### src/rtl/mul_ctrl.sv
// Control FSM for the 16-bit repeated-addition multiplier (A reg, B down-counter, P reg).
// Optional watchdog abort is compiled in with `define MUL_CTRL_WDOG_EN.
//
// state  | meaning
// IDLE   | waiting for start, all strobes low
// LOAD_A | A register captures din
// LOAD_B | B counter captures din, product cleared, iter_cnt cleared
// ADD    | P <= P + A and B-- while B != 0
// DONE   | one-cycle product-valid pulse
// ERR    | watchdog abort, parked until start (watchdog builds only)
module mul_ctrl #(
    parameter logic [15:0] MAX_ITER = 16'hFFFF
) (
    input  logic        clk,
    input  logic        rst,
    input  logic        start,
    input  logic        eqz,
    output logic        ldA,
    output logic        ldB,
    output logic        clrP,
    output logic        ldP,
    output logic        decB,
    output logic        busy,
    output logic        done,
    output logic [15:0] iter_cnt,
    output logic        err
);

    typedef enum logic [2:0] {
        IDLE,
        LOAD_A,
        LOAD_B,
        ADD,
        DONE
`ifdef MUL_CTRL_WDOG_EN
        , ERR
`endif
    } state_t;

    state_t state, next;

    always_ff @(posedge clk or posedge rst) begin
        if (rst) state <= IDLE;
        else     state <= next;
    end

    // Saturating guard keeps the count from wrapping even if eqz never arrives.
    always_ff @(posedge clk or posedge rst) begin
        if (rst)                                iter_cnt <= 16'd0;
        else if (state == LOAD_B)               iter_cnt <= 16'd0;
        else if (ldP && (iter_cnt != 16'hFFFF)) iter_cnt <= iter_cnt + 16'd1;
    end

    always_comb begin
        next = state;
        ldA  = 1'b0;
        ldB  = 1'b0;
        clrP = 1'b0;
        ldP  = 1'b0;
        decB = 1'b0;
        busy = 1'b0;
        done = 1'b0;
`ifdef MUL_CTRL_WDOG_EN
        err  = 1'b0;
`endif
        case (state)
            IDLE: begin
                if (start) next = LOAD_A;
            end
            LOAD_A: begin
                ldA  = 1'b1;
                busy = 1'b1;
                next = LOAD_B;
            end
            LOAD_B: begin
                ldB  = 1'b1;
                clrP = 1'b1;
                busy = 1'b1;
                next = ADD;
            end
            ADD: begin
                busy = 1'b1;
                if (eqz) begin
                    next = DONE;
                end
`ifdef MUL_CTRL_WDOG_EN
                else if (iter_cnt == MAX_ITER) begin
                    next = ERR;
                end
`endif
                else begin
                    ldP  = 1'b1;
                    decB = 1'b1;
                end
            end
            DONE: begin
                busy = 1'b1;
                done = 1'b1;
                next = IDLE;
            end
`ifdef MUL_CTRL_WDOG_EN
            ERR: begin
                busy = 1'b1;
                err  = 1'b1;
                if (start) next = IDLE;
            end
`endif
            default: next = IDLE;
        endcase
    end

`ifndef MUL_CTRL_WDOG_EN
    assign err = 1'b0;

    logic unused_max_iter;
    assign unused_max_iter = ^MAX_ITER;
`endif

endmodule

### config.mk
export PLATFORM = sky130hd
export DESIGN_NAME = mul_ctrl
export DESIGN_NICKNAME = d
export VERILOG_FILES = /design/src/rtl/mul_ctrl.sv
export SDC_FILE = /design/constraint.sdc
export NUM_CORES = 1
export LEC_CHECK = 0
export CORE_MARGIN = 5
export CORE_UTILIZATION = 40
export CTS_BUF_LIST = sky130_fd_sc_hd__clkbuf_8
export DETAILED_ROUTE_END_ITERATION = 12
export DONT_BUFFER_PORTS = 1
export PLACE_DENSITY = 0.62
export SLEW_MARGIN = 5
export SYNTH_ARGS = -nofsm -noshare
export SYNTH_HDL_FRONTEND = slang
export SYNTH_SLANG_ARGS = --single-unit
### constraint.sdc
create_clock -name clk -period 5.35 [get_ports clk]
set_clock_uncertainty 0.05 [all_clocks]
set_input_delay 0.535 -clock clk [delete_from_list [all_inputs] [get_ports clk]]
set_output_delay 0.535 -clock clk [all_outputs]
set_load 0.01 [all_outputs]
## Word-level counts from Yosys, hierarchy flattened

Index checks and enable logic that the tools add are counted.

| storage, ports and cells | value |
|---|---|
| register bits | 19 |
| input bits | 4 |
| logic and storage cells | 26 |

| cells by class | value |
|---|---|
| add/sub/neg operators | 1 |
| equal/unequal tests | 7 |
| mux-type cells | 11 |
| reductions and logical operators | 5 |

Operators by type and width:

| cell | number |
|---|---|
| 16-bit 2-to-1 mux | 2 |
| 16-bit by 1-bit adder with 16-bit output (second input constant) | 1 |
| 16-bit != test (second input constant) | 1 |
| 3-bit one-hot mux with 4 select lines | 1 |
| 3-bit by 2-bit equality test with 1-bit output (second input constant) | 2 |
| 1-bit 2-to-1 mux | 6 |
| 3-bit 2-to-1 mux | 2 |
| 2-bit != test (second input constant) | 2 |
| 4-bit OR reduction | 1 |
| 3-bit by 1-bit equality test with 1-bit output (second input constant) | 1 |
| 3-bit equality test (second input constant) | 1 |
| 3-bit zero test | 1 |
| 2-bit AND reduction | 1 |
| 2-bit nonzero test | 1 |
| 1-bit logical AND | 1 |

## Longest topological paths before layout

| depth | value |
|---|---|
| depth in word-level cells | 5 |
| mapped depth | 6 |
| gate-level depth less buffers | 5 |

## Worst setup path before layout

Ideal clock, no wire load.

| path | value |
|---|---|
| path kind | register to register |
| start | register iter_cnt[0] |
| end | register iter_cnt[12] |
| library setup time | 0.124 ns |
| data arrival time | 1.894 ns |
| required time | 5.176 ns |
| setup slack | 3.282 ns |
| cell stages (with the launch flop) | 7 |
| buffers on the path | 1 |
| clock period less this slack | 2.068 ns |
| cell sequence | dfrtp_1 > ha_1 > nand4_1 > or4_4 > buf_6 > and4_4 > a211o_1 |

| on the way | value |
|---|---|
| longest elaborated chain between the ends | 3 |

Ends and longest elaborated chain:

| element | line | RTL |
|---|---|---|
| start, declared | 25 | `output logic [15:0] iter_cnt,` |
| start signal, assigned | 51 | `else if (ldP && (iter_cnt != 16'hFFFF)) iter_cnt <= iter_cnt + 16'd1;` |
| 16-bit by 1-bit adder with 16-bit output or 16-bit != test (tied branches) | 51 |  |
| 16-bit 2-to-1 mux or 1-bit logical AND (tied branches) | 51 |  |
| 16-bit 2-to-1 mux or 2-bit nonzero test (tied branches) | - |  |

Several ways; a longest one is shown, not always the timed one. The select of a mux whose other input is x is not followed.
A chain may end at the register's enable or synchronous reset.

## Worst setup path after layout

| path | value |
|---|---|
| start | register state[2] |
| end | output decB |

| on the way | value |
|---|---|
| longest elaborated chain between the ends | 2 |

Ends and longest elaborated chain:

| element | line | RTL |
|---|---|---|
| start, declared | 40 | `state_t state, next;` |
| start signal, assigned | 44 | `else state <= next;` |
| 3-bit by 2-bit equality test with 1-bit output | 66 | `case (state)` |
| 1-bit 2-to-1 mux | 66 |  |
| end, declared | 22 | `output logic decB,` |

Every way passes these cells.

==> qor_table.md <==
| Item | Value |
| --- | --- |
| Outcome | finished clean |
| DRT antenna net count | 0 |
| Portion of the clock cycle consumed by the worst path in the final layout | 0.4789 |
| Number of distinct library cell variants in the gate-level netlist after synthesis | 41 |
| Share of the synthesized area in the top cell type | 0.3983 |
| Number of levels the H-tree was split into | 1 |
| Wire length per cell after detailed routing | 17.34 microns |
| Maximum clock insertion buffer count | 2 |
| Post-detailed-route DRC marker count | 0 |
| Number of I/O pins | 28 |
| Leakage power of the design | 0.5554 nW |
| GRT overflow | 0 |
| Number of setup violations in the final report | 0 |
| Data required time of the critical path | 4.76 ns |
| Total global-route track usage | 0.1372 |
| Number of buffers added by the clock tree synthesis step | 3 |
| Post-CTS setup-driven buffer insertion count | 0 |
| Starting utilization of the core area | 0.4255 |
| Worst-case vdd ir drop | 0.2283 mV |
| YS warnings | 0 |
| Sequential group share of total power | 0.457 |
| TritonCTS clock tree | done |
| Final RePlAce weighted congestion | 0.8105 |
| Estimated wirelength of the detail-placed design | 1903 microns |
| Post-synthesis average cell area | 9.549 sq um |
| Detailed-route via count | 968 |
| Async S/R FF share, synth | 1.000 |
| Number of buffers added on ports | 0 |
| Hold Violations, Final | 0 |
| Initial antenna violation count | 0 |
| Final count of pins violating max slew | 0 |
| Clock sink count | 19 |
| Worst path arrival time | 1.98 ns |
| Pwr/cell area | 343.6 nW/um^2 |
| Cell internal pwr | 250.5 uW |
| Kind of end point of the critical path | output pin |
| Die height | 64.63 microns |
| Number of antenna cells inserted | 0 |
| Detail-routed via count per cell | 6.411 |
| Final-layout worst hold slack | 0.2288 ns |
| Via count of the first global-routing pass | 924 |
| Max stage delay on crit path | 0.66 ns |
| Aggregate routed wire length | 2618 microns |
| Root Buffer | clkbuf_8 |
| F_max | 0.3903 GHz |
| Chain of cells forming the critical path | nand4bb_1, inv_1 |
| Global-route wire length before repair | 4560 microns |
| Die outline width | 64.63 microns |
| Area enclosed by the die boundary | 4176 sq um |
| Area occupied by multi-input gates | 644.4 sq um |
| Count of fill cells added during filler insertion | 283 |
| Number of DRC markers in iteration 0 | 54 |
| Net switching power of the design | 170.7 uW |
| Startpoint Class | flop |
| Max-Cap Viols | 0 |
| Area of the placeable core | 2805 sq um |
| Syn Inst Count | 125 |
| Mapped cell area | 1194 sq um |
| Primary flip-flop cell chosen by synthesis mapping | dfrtp_1 |
| Hold-fix buffers, CTS | 0 |
| Relative contribution of combinational cells to total power | 0.312 |
| Top area cells in the synthesized netlist | dfrtp_1 (40%), a211o_1 (3.7%), nor4_1 (3.7%), nand2_1 (3.5%), a221o_1 (3.4%) |
| Post-Syn Nets | 130 |
| Detailed Routing Iterations Pass 1 | 4 |
| Layout cell share with drive strength beyond 1 | 0.1083 |
| Critical path's slowest cell | inv_1 |
| Final period demand of the worst path | 2.562 ns |
| Maximum number of pins on one net before global-route repair | 20 |
| # nets final | 126 |
| Switching power as a share of total power | 0.4053 |
| Sequential element share of the synthesized area | 0.3983 |
| Clock-pin slew on the worst setup and hold paths | 0.07 ns |
| Portion of total power attributed to the clock network | 0.231 |
| Area grow syn2layout | 2.726% |
| Number of enable-type register cells in the synthesized netlist | 0 |
| Hold Crit Class | input pin to async pin |
| Yosys reg bits | 19 |
| Classification of the worst setup path | flop to output pin |
| Sequential cell area | 475.5 sq um |
| Unrepaired setup endpoints after global routing | false |
| Post-cts sizing count | 0 |
| Clock Latency Late Sink | 0.25 ns |
| Placement row count | 19 |
| Worst max-slew margin expressed relative to the limit | 0.5281 |
| Total negative slack | 0 ns |
| Critical Path Fanout Max | 15 |
| Post-synthesis cell type with the largest combined area | dfrtp_1 |
| Transition time of the tightest slew-check pin | 0.7070 ns |
-- final timing paths --
kind | start | end | slack [ns] | depth (start not counted)
worst max-delay path | state[2] | decB | 2.79 | 2
worst min-delay path | rst | iter_cnt[3] | 0.23 | 1
worst max register to register | state[2] | iter_cnt[2] | 2.90 | 4
worst min register to register | state[2] | state[0] | 0.52 | 1
max in group asynchronous | rst | iter_cnt[6] | 4.58 | 1
min in group clk | eqz | state[2] | 0.38 | 2
-- power groups by stage --
stage	Clock, mW	Combinational [mW]	Sequential, mW
floorplan	0	0.127	0.183
global placement	0	0.130	0.193
detailed placement	0	0.134	0.195
CTS	0.102	0.134	0.192
global route	0.108	0.148	0.198
finish	0.0975	0.131	0.192
-- routing by layer --
layer | vias to the layer above | global-route usage | routed length (microns) | share of wire
met3 | 2 | 0.05181 | 163 | 0.062
met5 | - | 0 | 0 | 0
met2 | 23 | 0.2191 | 1201 | 0.46
met4 | 0 | 0.02375 | 9 | 0.0034
met1 | 476 | 0.1803 | 1244 | 0.48
li1 | 467 | - | - | -
-- critical path, delay by kind of cell, from the launching register on --
family	cells	cell delay, ns
buffers and inverters	1	0.66
and+or+nand+nor	1	0.60
DFF	1	0.46
-- synth_stat cells (2+ instances only) --
library cell and instances:
nor3_1 5, inv_1 4, nor4_1 7, and2_1 3
a211o_1 5, buf_2 2, nor3b_1 2, nor2_1 5
mux2i_1 4, or4_4 2, and4_4 3, a221o_1 4
a21oi_1 2, nand2b_1 3, and3_1 2, nand2_1 11
and4_1 2, nand4_1 6, clkbuf_1 4, or4_1 2
nor2b_1 2, dfrtp_1 19, buf_4 3, nand3_1 6
-- metrics by stage --
step           cells  cell area, sq um    util  worst slack [ns]  power [mW]
2_1_floorplan    125              1194       -             3.282      0.3104
3_5_place_dp     147              1181  0.4211             2.854      0.3287
4_1_cts          151              1226  0.4371             2.792      0.4281
3_3_place_gp     147              1181  0.4211             2.938      0.3229
6_report         151              1226  0.4371             2.788      0.4213
5_1_grt          151              1226  0.4371             2.572      0.4543
-- flip-flops by register name, indices dropped and copies added, names as in the netlist --
name      flops
state         3
iter_cnt     16
-- kinds of logic (layout without fill, tap and decap cells) --
kind of cell | count (synthesis) | in the layout | share of synthesized area
AOI/OAI and AO/OA | 17 | 17 | 0.1268
xor gates and xnor gates | 1 | 1 | 0.007339
adders and majority gates | 1 | 1 | 0.01048
buffers and inverters | 14 | 9 | 0.06184
DFF | 19 | 19 | 0.3983
muxes | 5 | 5 | 0.04298
other | 1 | 1 | 0.003142
and+or+nand+nor | 67 | 67 | 0.3491
-- area by class of cell --
type | instances | area share
flip-flops and latches | 19 | 0.3878
clock buffers | 3 | 0.03367
clock inverters | 1 | 0.003061
repair buffers | 1 | 0.006122
multi-input cells | 92 | 0.5255
inverters | 4 | 0.01224
well taps | 31 | 0.03163
-- cells in the final DEF, fill, tap and decap left out, drive strengths merged, types with 4 or more instances in the layout --
cell type,netlist,routed
nand2,11,11
nand4,7,7
a221o,4,4
inv,4,5
nor3,5,5
a211o,5,5
nand3,6,6
or4,4,4
nor4,7,7
mux2i,4,4
and4,5,5
dfrtp,19,19
nor2,5,5
No activity file was read; power rests on OpenSTA's default activity.
